==> src/rtl/cen_monitor_pkg.sv <==
// Shared types for the clock-enable period monitor: FSM states and the
// interval-counter width helper.
package cen_monitor_pkg;

  typedef enum logic [1:0] {
    IDLE,
    ACQUIRE,
    LOCKED
  } state_e;

  // Bits needed to hold a period of up to max_period clk cycles.
  function automatic int cnt_width(input int max_period);
    return $clog2(max_period + 1);
  endfunction

endpackage

==> src/rtl/cen_monitor.sv <==
// Measures the clk-cycle interval between cen pulses, tracks lock against an
// expected period, and pulses error on a mismatch while locked or on a timeout.
module cen_monitor
  import cen_monitor_pkg::*;
#(
  parameter int EXPECTED   = 4,
  parameter int TOLERANCE  = 0,
  parameter int LOCK_COUNT = 4,
  parameter int MAX_PERIOD = 256,
  localparam int W         = cnt_width(MAX_PERIOD)
) (
  input  logic         clk,
  input  logic         rst_n,
  input  logic         cen,
  output logic [W-1:0] period,
  output logic         period_valid,
  output logic         locked,
  output logic         error
);

  localparam int GW = $clog2(LOCK_COUNT + 1);

  state_e        state_q, state_d;
  logic [W-1:0]  cnt_q, cnt_d;
  logic [GW-1:0] good_q, good_d;
  logic [W-1:0]  period_q, period_d;
  logic          period_valid_q, period_valid_d;
  logic          locked_q, locked_d;
  logic          error_q, error_d;
  logic [W-1:0]  meas;

  // One extra bit keeps the signed difference exact over the whole range.
  function automatic logic in_tol(input logic [W-1:0] m);
    logic signed [W:0] diff;
    diff = $signed({1'b0, m}) - $signed((W+1)'(EXPECTED));
    if (diff[W]) diff = -diff;
    return diff <= $signed((W+1)'(TOLERANCE));
  endfunction

  function automatic logic [GW-1:0] sat_inc(input logic [GW-1:0] g);
    return (g == GW'(LOCK_COUNT)) ? g : g + 1'b1;
  endfunction

  always_comb begin
    state_d        = state_q;
    cnt_d          = cnt_q;
    good_d         = good_q;
    period_d       = period_q;
    period_valid_d = 1'b0;
    error_d        = 1'b0;
    meas           = cnt_q + 1'b1;
    case (state_q)
      IDLE: begin
        cnt_d = '0;
        if (cen) state_d = ACQUIRE;
      end
      ACQUIRE, LOCKED: begin
        if (cen) begin
          cnt_d          = '0;
          period_d       = meas;
          period_valid_d = 1'b1;
          if (in_tol(meas)) begin
            good_d = sat_inc(good_q);
            if (state_q == ACQUIRE && good_d == GW'(LOCK_COUNT)) state_d = LOCKED;
          end else begin
            good_d = '0;
            if (state_q == LOCKED) begin
              error_d = 1'b1;
              state_d = ACQUIRE;
            end
          end
        end else if (cnt_q == W'(MAX_PERIOD - 1)) begin
          // Interval longer than measurable: give up and wait for a fresh cen.
          error_d = 1'b1;
          state_d = IDLE;
          good_d  = '0;
          cnt_d   = '0;
        end else begin
          cnt_d = cnt_q + 1'b1;
        end
      end
      default: state_d = IDLE;
    endcase
    locked_d = (state_d == LOCKED);
  end

  always_ff @(posedge clk or negedge rst_n) begin
    if (!rst_n) begin
      state_q        <= IDLE;
      cnt_q          <= '0;
      good_q         <= '0;
      period_q       <= '0;
      period_valid_q <= 1'b0;
      locked_q       <= 1'b0;
      error_q        <= 1'b0;
    end else begin
      state_q        <= state_d;
      cnt_q          <= cnt_d;
      good_q         <= good_d;
      period_q       <= period_d;
      period_valid_q <= period_valid_d;
      locked_q       <= locked_d;
      error_q        <= error_d;
    end
  end

  assign period       = period_q;
  assign period_valid = period_valid_q;
  assign locked       = locked_q;
  assign error        = error_q;

endmodule

==> config.mk <==
export PLATFORM = sky130hd
export DESIGN_NAME = cen_monitor
export DESIGN_NICKNAME = d
export VERILOG_FILES = /design/src/rtl/cen_monitor_pkg.sv /design/src/rtl/cen_monitor.sv
export SDC_FILE = /design/constraint.sdc
export NUM_CORES = 1
export LEC_CHECK = 0
export CAP_MARGIN = 20
export CORE_UTILIZATION = 58
export CTS_BUF_LIST = sky130_fd_sc_hd__clkbuf_4 sky130_fd_sc_hd__clkbuf_8
export DETAILED_ROUTE_END_ITERATION = 10
export PLACE_DENSITY = 0.87
export SYNTH_ARGS = -nofsm -noshare
export SYNTH_HDL_FRONTEND = slang
export SYNTH_SLANG_ARGS = --single-unit
export TNS_END_PERCENT = 30
==> constraint.sdc <==
create_clock -name clk -period 2.8 [get_ports clk]
set_clock_uncertainty 0.05 [all_clocks]
set_input_delay 0.56 -clock clk [delete_from_list [all_inputs] [get_ports clk]]
set_output_delay 0.56 -clock clk [all_outputs]
set_load 0.05 [all_outputs]
==> flow_metrics.py, run 1 <==
metrics = {
    "outcome": {
        "status": "finished clean",
    },
    "detailed_routing": {
        "vias": 1147,
        "drt_iter0_markers": 31,
        "drc": 0,
        "wl_per_cell_um": 14.9,
        "ant_nets": 0,
        "totalWireLength_um": 2980,
        "drt-pass1-iter-count": 4,
        "vias_per_cell": 5.74,
    },
    "logic_synthesis": {
        "synth_fa_ha_area_frac": 0.108,
        "syn-num-nets": 171,
        "synth_area_per_cell_um2": 9.58,
        "synth_top_family_by_area": "simple AND/OR/NAND/NOR gates",
        "synth-simple-area-share": 0.196,
        "ys_warn_count": 0,
        "synth_xor_xnor_area_share": 0.0670,
        "synth_cells": 156,
        "ys_seq_area_frac": 0.436,
        "synth_seq_cells": 26,
        "synth_compound_gate_area_share": 0.146,
        "synth.distinct_cells": 37,
        "synth_area_mm2": 0.00149,
        "muxShareOfSynthArea": 0,
    },
    "critical_path": {
        "cp_num_buf_inv": 0,
        "worstPathRequired_ns": 3.04,
        "cp-end-kind": "flop",
        "setup.worst_path.start": "cnt_q[0]$_DFFE_PN0P_",
        "cp.arrival_ns": 2.82,
        "cp_max_fo": 7,
        "max_stage_delay_ns": 0.44,
        "critPathSlowestCell": "dfrtp_1",
        "start_kind": "flop",
        "timing.rr.start": "cnt_q[0]$_DFFE_PN0P_",
        "critPathKind": "flop to flop",
        "path_cells": "ha_1 > xnor2_1 > ha_1 > xnor3_2 > nand2b_1 > maj3_2 > nor4b_1 > o22a_1",
        "crit_top_cell": "ha_1",
        "critical-path-top-delay-family": "adder cells",
    },
    "final_layout": {
        "n_antenna_cell": 0,
        "fillers": 173,
        "final_nets": 186,
        "final_common_cell": "dfrtp_1",
        "layout-drive-gt1-share": 0.0941,
        "layout_common_cells": "dfrtp_1 (26), nand2_1 (25), o21ai_0 (22)",
        "syn2layout_area_growth_pct": 13.1,
        "fin_area_mm2": 0.00169,
        "stdcell_count": 200,
    },
    "die": {
        "io_pins": 15,
        "die_w_um": 52.8,
        "die_area_mm2": 0.00278,
        "core-area_mm2": 0.00245,
        "die_h_um": 52.8,
        "rows": 18,
        "start_util": 0.609,
    },
    "min_path": {
        "hold_path.class": "flop to flop",
        "min_from": "period[2]$_DFFE_PN0P_",
    },
    "cts": {
        "root_buffer": "clkbuf_4",
        "clkTransAtPathRegs_ns": 0.14,
        "cts_tree": "done",
        "cts_setup_buffers": 0,
        "clkSinkCount": 26,
        "cts_buffers": 3,
        "ctsHoldBuffers": 0,
        "insertion_delay_ns": 0.33,
        "cts_resized": 0,
        "htreeDepth": 1,
        "cts_buffer_depth": 2,
    },
    "placement": {
        "place_area_mm2": 0.00165,
        "portBuffers": 14,
        "dp_hpwl_um": 2210,
        "dp_cells": 196,
        "gp_congestion": 0.919,
    },
    "sta": {
        "fmax_ghz": 0.387,
        "period_share": 0.923,
        "min_period_ns": 2.58,
        "rsz0062_at_grt": "false",
        "worst_pin_slew_ns": 0.516,
        "fin_setup_tns_ns": 0,
        "finalHoldViolCount": 0,
        "maxSlewViolCount": 0,
        "setup_viol": 0,
        "relSlewSlack": 0.652,
    },
    "job": {
        "cap_viol_max_count": 0,
    },
    "global_routing": {
        "grt_use_total": 0.246,
        "grt_max_degree": 27,
        "grt_pass1_vias": 1098,
        "grt_overflow_total": 0,
        "antenna_found_initial": 0,
        "grt_pass1_wl_um": 4840,
    },
    "power": {
        "powerDensity_mw_per_mm2": 584,
        "ir_worst_vdd_mv": 0.401,
        "p_leak_nw": 0.780,
        "p_total_w": 0.000986,
    },
}
[stage by stage]
step | utilization | setup slack (ns) | hold WS [ns]
2_1_floorplan | - | 0.488 | 0.214
3_3_place_gp | 0.673 | 0.398 | 0.412
3_5_place_dp | 0.673 | 0.281 | 0.421
4_1_cts | 0.688 | 0.244 | 0.451
5_1_grt | 0.688 | 0.0201 | 0.471
6_report | 0.688 | 0.217 | 0.446
[flip-flops by register name, indices dropped and copies added (netlist names)]
name,count
locked,1
period_valid,1
state_q,2
cnt_q,9
period,9
good_q,3
error,1
[report_power, final]
part	internal (W)	total (W)	leakage (nW)	switching [W]
clock network	0.0000798	0.000193	0.0210	0.000113
logic	0.000115	0.000347	0.406	0.000232
registers	0.000416	0.000446	0.354	0.0000305
total	0.000611	0.000986	0.780	0.000375
[worst reg2reg max path: cells and delay by family (launching register included)]
kind | cells | cell delay [ns]
adder cells (fa/ha/maj) | 3 | 0.90
XOR/XNOR | 2 | 0.55
flip-flops | 1 | 0.44
AND/OR/NAND/NOR | 2 | 0.40
AO/OA/AOI/OAI | 1 | 0.19
[area by class of cell]
class,instances,area (µm²),area share
well taps,30,37.5,0.0222
repair buffers,16,155,0.0919
flip-flops and latches,26,651,0.385
inverters,10,37.5,0.0222
clock buffers,4,36.3,0.0215
multi-input cells,114,772,0.457
[cell families after synthesis]
group                    count (synthesis)
AO/OA/AOI/OAI                           35
flip-flops                              26
adder cells (fa/ha/maj)                 13
buffers and inverters                   16
AND/OR/NAND/NOR                         58
XOR/XNOR                                 8
[per-layer routing]
layer,GRT usage,up-vias,wire (µm)
met4,0.127,0,72
li1,-,557,-
met1,0.304,542,1290
met3,0.0406,7,132
met5,0,-,0
met2,0.409,41,1480
[synthesized netlist by cell type]
| master | instances | share of area |
|---|---|---|
| a211oi_1 | 1 | 0.0050 |
| o31a_1 | 1 | 0.0059 |
| and3_4 | 1 | 0.0075 |
| a21o_1 | 1 | 0.0050 |
| o31ai_1 | 2 | 0.010 |
| nor3_1 | 3 | 0.010 |
| nor4_1 | 1 | 0.0042 |
| xnor2_2 | 2 | 0.022 |
| nand2_1 | 25 | 0.063 |
| or3_1 | 2 | 0.0084 |
| o2111ai_2 | 1 | 0.010 |
| nand2b_1 | 5 | 0.021 |
| o21ai_0 | 22 | 0.074 |
| xnor3_2 | 1 | 0.016 |
| o22a_1 | 1 | 0.0059 |
| xor2_1 | 1 | 0.0059 |
| clkbuf_1 | 4 | 0.010 |
| and3b_1 | 1 | 0.0059 |
| buf_6 | 1 | 0.0075 |
| nor2b_1 | 4 | 0.017 |
| nor3b_1 | 1 | 0.0050 |
| xnor2_1 | 4 | 0.023 |
| a22o_1 | 1 | 0.0059 |
| a21oi_1 | 3 | 0.010 |
| and2_4 | 1 | 0.0059 |
| ha_1 | 12 | 0.10 |
| nor4b_1 | 1 | 0.0059 |
| maj3_2 | 1 | 0.0075 |
| buf_4 | 1 | 0.0050 |
| dfrtp_1 | 26 | 0.44 |
| and3_2 | 1 | 0.0050 |
| nor2_1 | 5 | 0.013 |
| nand3_1 | 5 | 0.017 |
| o31ai_2 | 1 | 0.0084 |
| and3_1 | 2 | 0.0084 |
| inv_1 | 10 | 0.025 |
| o21ai_2 | 1 | 0.0059 |
[final timing paths]
path	endpoint	slack [ns]	depth (start not counted)
max in group asynchronous	period[1]$_DFFE_PN0P_	1.93	2
worst min-delay path	period[2]$_DFFE_PN0P_	0.45	2
worst max-delay path	good_q[2]$_DFFE_PN0P_	0.22	8
min in group asynchronous	cnt_q[5]$_DFFE_PN0P_	0.52	2
worst min register to register	period[2]$_DFFE_PN0P_	0.45	2
worst max register to register	good_q[2]$_DFFE_PN0P_	0.22	8
No activity file was read; power rests on OpenSTA's default activity.
==> run 2: changes to the inputs <==
--- a/config.mk
+++ b/config.mk
@@ -6,6 +6,7 @@
 export NUM_CORES = 1
 export LEC_CHECK = 0
 export CAP_MARGIN = 20
+export CORE_MARGIN = 2
 export CORE_UTILIZATION = 58
 export CTS_BUF_LIST = sky130_fd_sc_hd__clkbuf_4 sky130_fd_sc_hd__clkbuf_8
 export DETAILED_ROUTE_END_ITERATION = 10
==> run 2 against run 1 <==
Effect of this change: die area up 7.7%; global-route usage down 1.8 points; utilization down 0.56 points; maximum frequency up 1.8%; register-to-register slack better by 0.04 ns; sequential power about the same; largest cell class unchanged; highest routed layer unchanged.
==> flow_metrics.py, run 2 (same netlist as run 1, synthesis figures left out) <==
metrics = {
    "global_routing": {
        "grt_use_total": 0.229,
        "grt_overflow_total": 0,
        "grt_max_degree": 27,
        "grt_pass1_wl_um": 4840,
        "antenna_found_initial": 0,
        "grt_pass1_vias": 1097,
    },
    "sta": {
        "maxSlewViolCount": 0,
        "finalHoldViolCount": 0,
        "rsz0062_at_grt": "false",
        "relSlewSlack": 0.640,
        "setup_viol": 0,
        "min_period_ns": 2.54,
        "worst_hold_slack_ns": 0.447,
        "period_share": 0.907,
        "fmax_ghz": 0.394,
        "fin_setup_tns_ns": 0,
        "layout_setup_ws_ns": 0.262,
        "worst_pin_slew_ns": 0.535,
    },
    "power": {
        "power_frac_comb": 0.368,
        "clkPwrFrac": 0.163,
        "p_sw_frac": 0.387,
        "seqPwrFrac": 0.469,
        "internal-power_w": 0.000581,
        "p_leak_nw": 0.773,
        "powerDensity_mw_per_mm2": 567,
        "ir_worst_vdd_mv": 0.422,
        "p_switching_w": 0.000368,
    },
    "detailed_routing": {
        "drc": 0,
        "drt_iter0_markers": 34,
        "ant_nets": 0,
        "drt-pass1-iter-count": 4,
        "totalWireLength_um": 2950,
        "vias": 1126,
        "vias_per_cell": 5.66,
        "wl_per_cell_um": 14.8,
    },
    "die": {
        "die_area_mm2": 0.00300,
        "rows": 18,
        "die_w_um": 54.8,
        "start_util": 0.609,
        "core-area_mm2": 0.00245,
        "io_pins": 15,
        "die_h_um": 54.8,
    },
    "cts": {
        "clkTransAtPathRegs_ns": 0.13,
        "htreeDepth": 1,
        "cts_setup_buffers": 0,
        "ctsHoldBuffers": 0,
        "cts_buffer_depth": 2,
        "cts_resized": 0,
        "insertion_delay_ns": 0.32,
        "root_buffer": "clkbuf_4",
        "cts_tree": "done",
        "clkSinkCount": 26,
        "cts_buffers": 3,
    },
    "critical_path": {
        "start_kind": "flop",
        "cp_max_fo": 7,
        "setup.worst_path.start": "cnt_q[0]$_DFFE_PN0P_",
        "r2r_cells": 8,
        "worstPathRequired_ns": 3.02,
        "cp.arrival_ns": 2.76,
        "timing.rr.start": "cnt_q[0]$_DFFE_PN0P_",
        "cp-end-kind": "flop",
        "critPathKind": "flop to flop",
    },
    "placement": {
        "pre_cts_slack_ns": 0.302,
        "dp_hpwl_um": 2210,
        "gp_congestion": 0.886,
        "dp_cells": 196,
        "portBuffers": 14,
    },
    "final_layout": {
        "final_nets": 186,
        "layout_common_cells": "dfrtp_1 (26), nand2_1 (25), o21ai_0 (22)",
        "syn2layout_area_growth_pct": 12.1,
        "layout-drive-gt1-share": 0.0888,
        "ff_latch_area_um2": 651,
        "multi_input_area_um2": 772,
        "fillers": 187,
        "n_antenna_cell": 0,
        "final_common_cell": "dfrtp_1",
        "stdcell_count": 199,
    },
    "job": {
        "cap_viol_max_count": 0,
    },
    "min_path": {
        "hold_path.class": "flop to flop",
        "hold_depth": 2,
        "min_from": "period[2]$_DFFE_PN0P_",
    },
    "outcome": {
        "status": "finished clean",
    },
}
==> run 2: changes by cell type in the layout (fill, tap and decap cells not counted) <==
cell	change
clkbuf_8	-1
==> run 2: cell type report <==
type,instances,area share
Inverter,10,0.0224
Timing Repair Buffer,16,0.0926
Tap cell,30,0.0224
Clock buffer,3,0.0134
Multi-Input combinational cell,114,0.461
Sequential cell,26,0.388
==> run 2: per-layer routing <==
metal | wire length [µm] | GRT usage
met5 | 0 | 0
met4 | 51 | 0.100
met3 | 104 | 0.0355
met2 | 1480 | 0.389
met1 | 1310 | 0.285
==> run 2: through the flow <==
| stage | utilization | area (µm²) | total power, W |
|---|---|---|---|
| floorplan | - | 1490 | 0.000688 |
| global placement | 0.673 | 1650 | 0.000781 |
| detailed placement | 0.673 | 1650 | 0.000799 |
| CTS | 0.682 | 1680 | 0.000952 |
| global route | 0.682 | 1680 | 0.00101 |
| finish | 0.682 | 1680 | 0.000949 |
==> run 2: worst paths after layout <==
check / to / slack (ns)
max: good_q[2]$_DFFE_PN0P_ / 0.26
min: period[2]$_DFFE_PN0P_ / 0.45
max reg2reg: good_q[2]$_DFFE_PN0P_ / 0.26
min reg2reg: period[2]$_DFFE_PN0P_ / 0.45
max in group asynchronous: cnt_q[5]$_DFFE_PN0P_ / 1.92
min in group asynchronous: period[7]$_DFFE_PN0P_ / 0.54
==> run 2: critical path, cell delays in order (launching register included) <==
cell and delay, ns:
dfrtp_1 0.43, ha_1 0.28, xnor2_1 0.30, ha_1 0.25
xnor3_2 0.24, nand2b_1 0.07, maj3_2 0.37, nor4b_1 0.32
o22a_1 0.18
==> run 2: power groups by stage <==
stage / Combinational (W) / Sequential (W) / Clock (W)
CTS: 0.000349 / 0.000445 / 0.000158
finish: 0.000349 / 0.000446 / 0.000155
detailed placement: 0.000346 / 0.000453 / 0
floorplan: 0.000157 / 0.000531 / 0
global placement: 0.000331 / 0.000449 / 0
global route: 0.000386 / 0.000451 / 0.000174
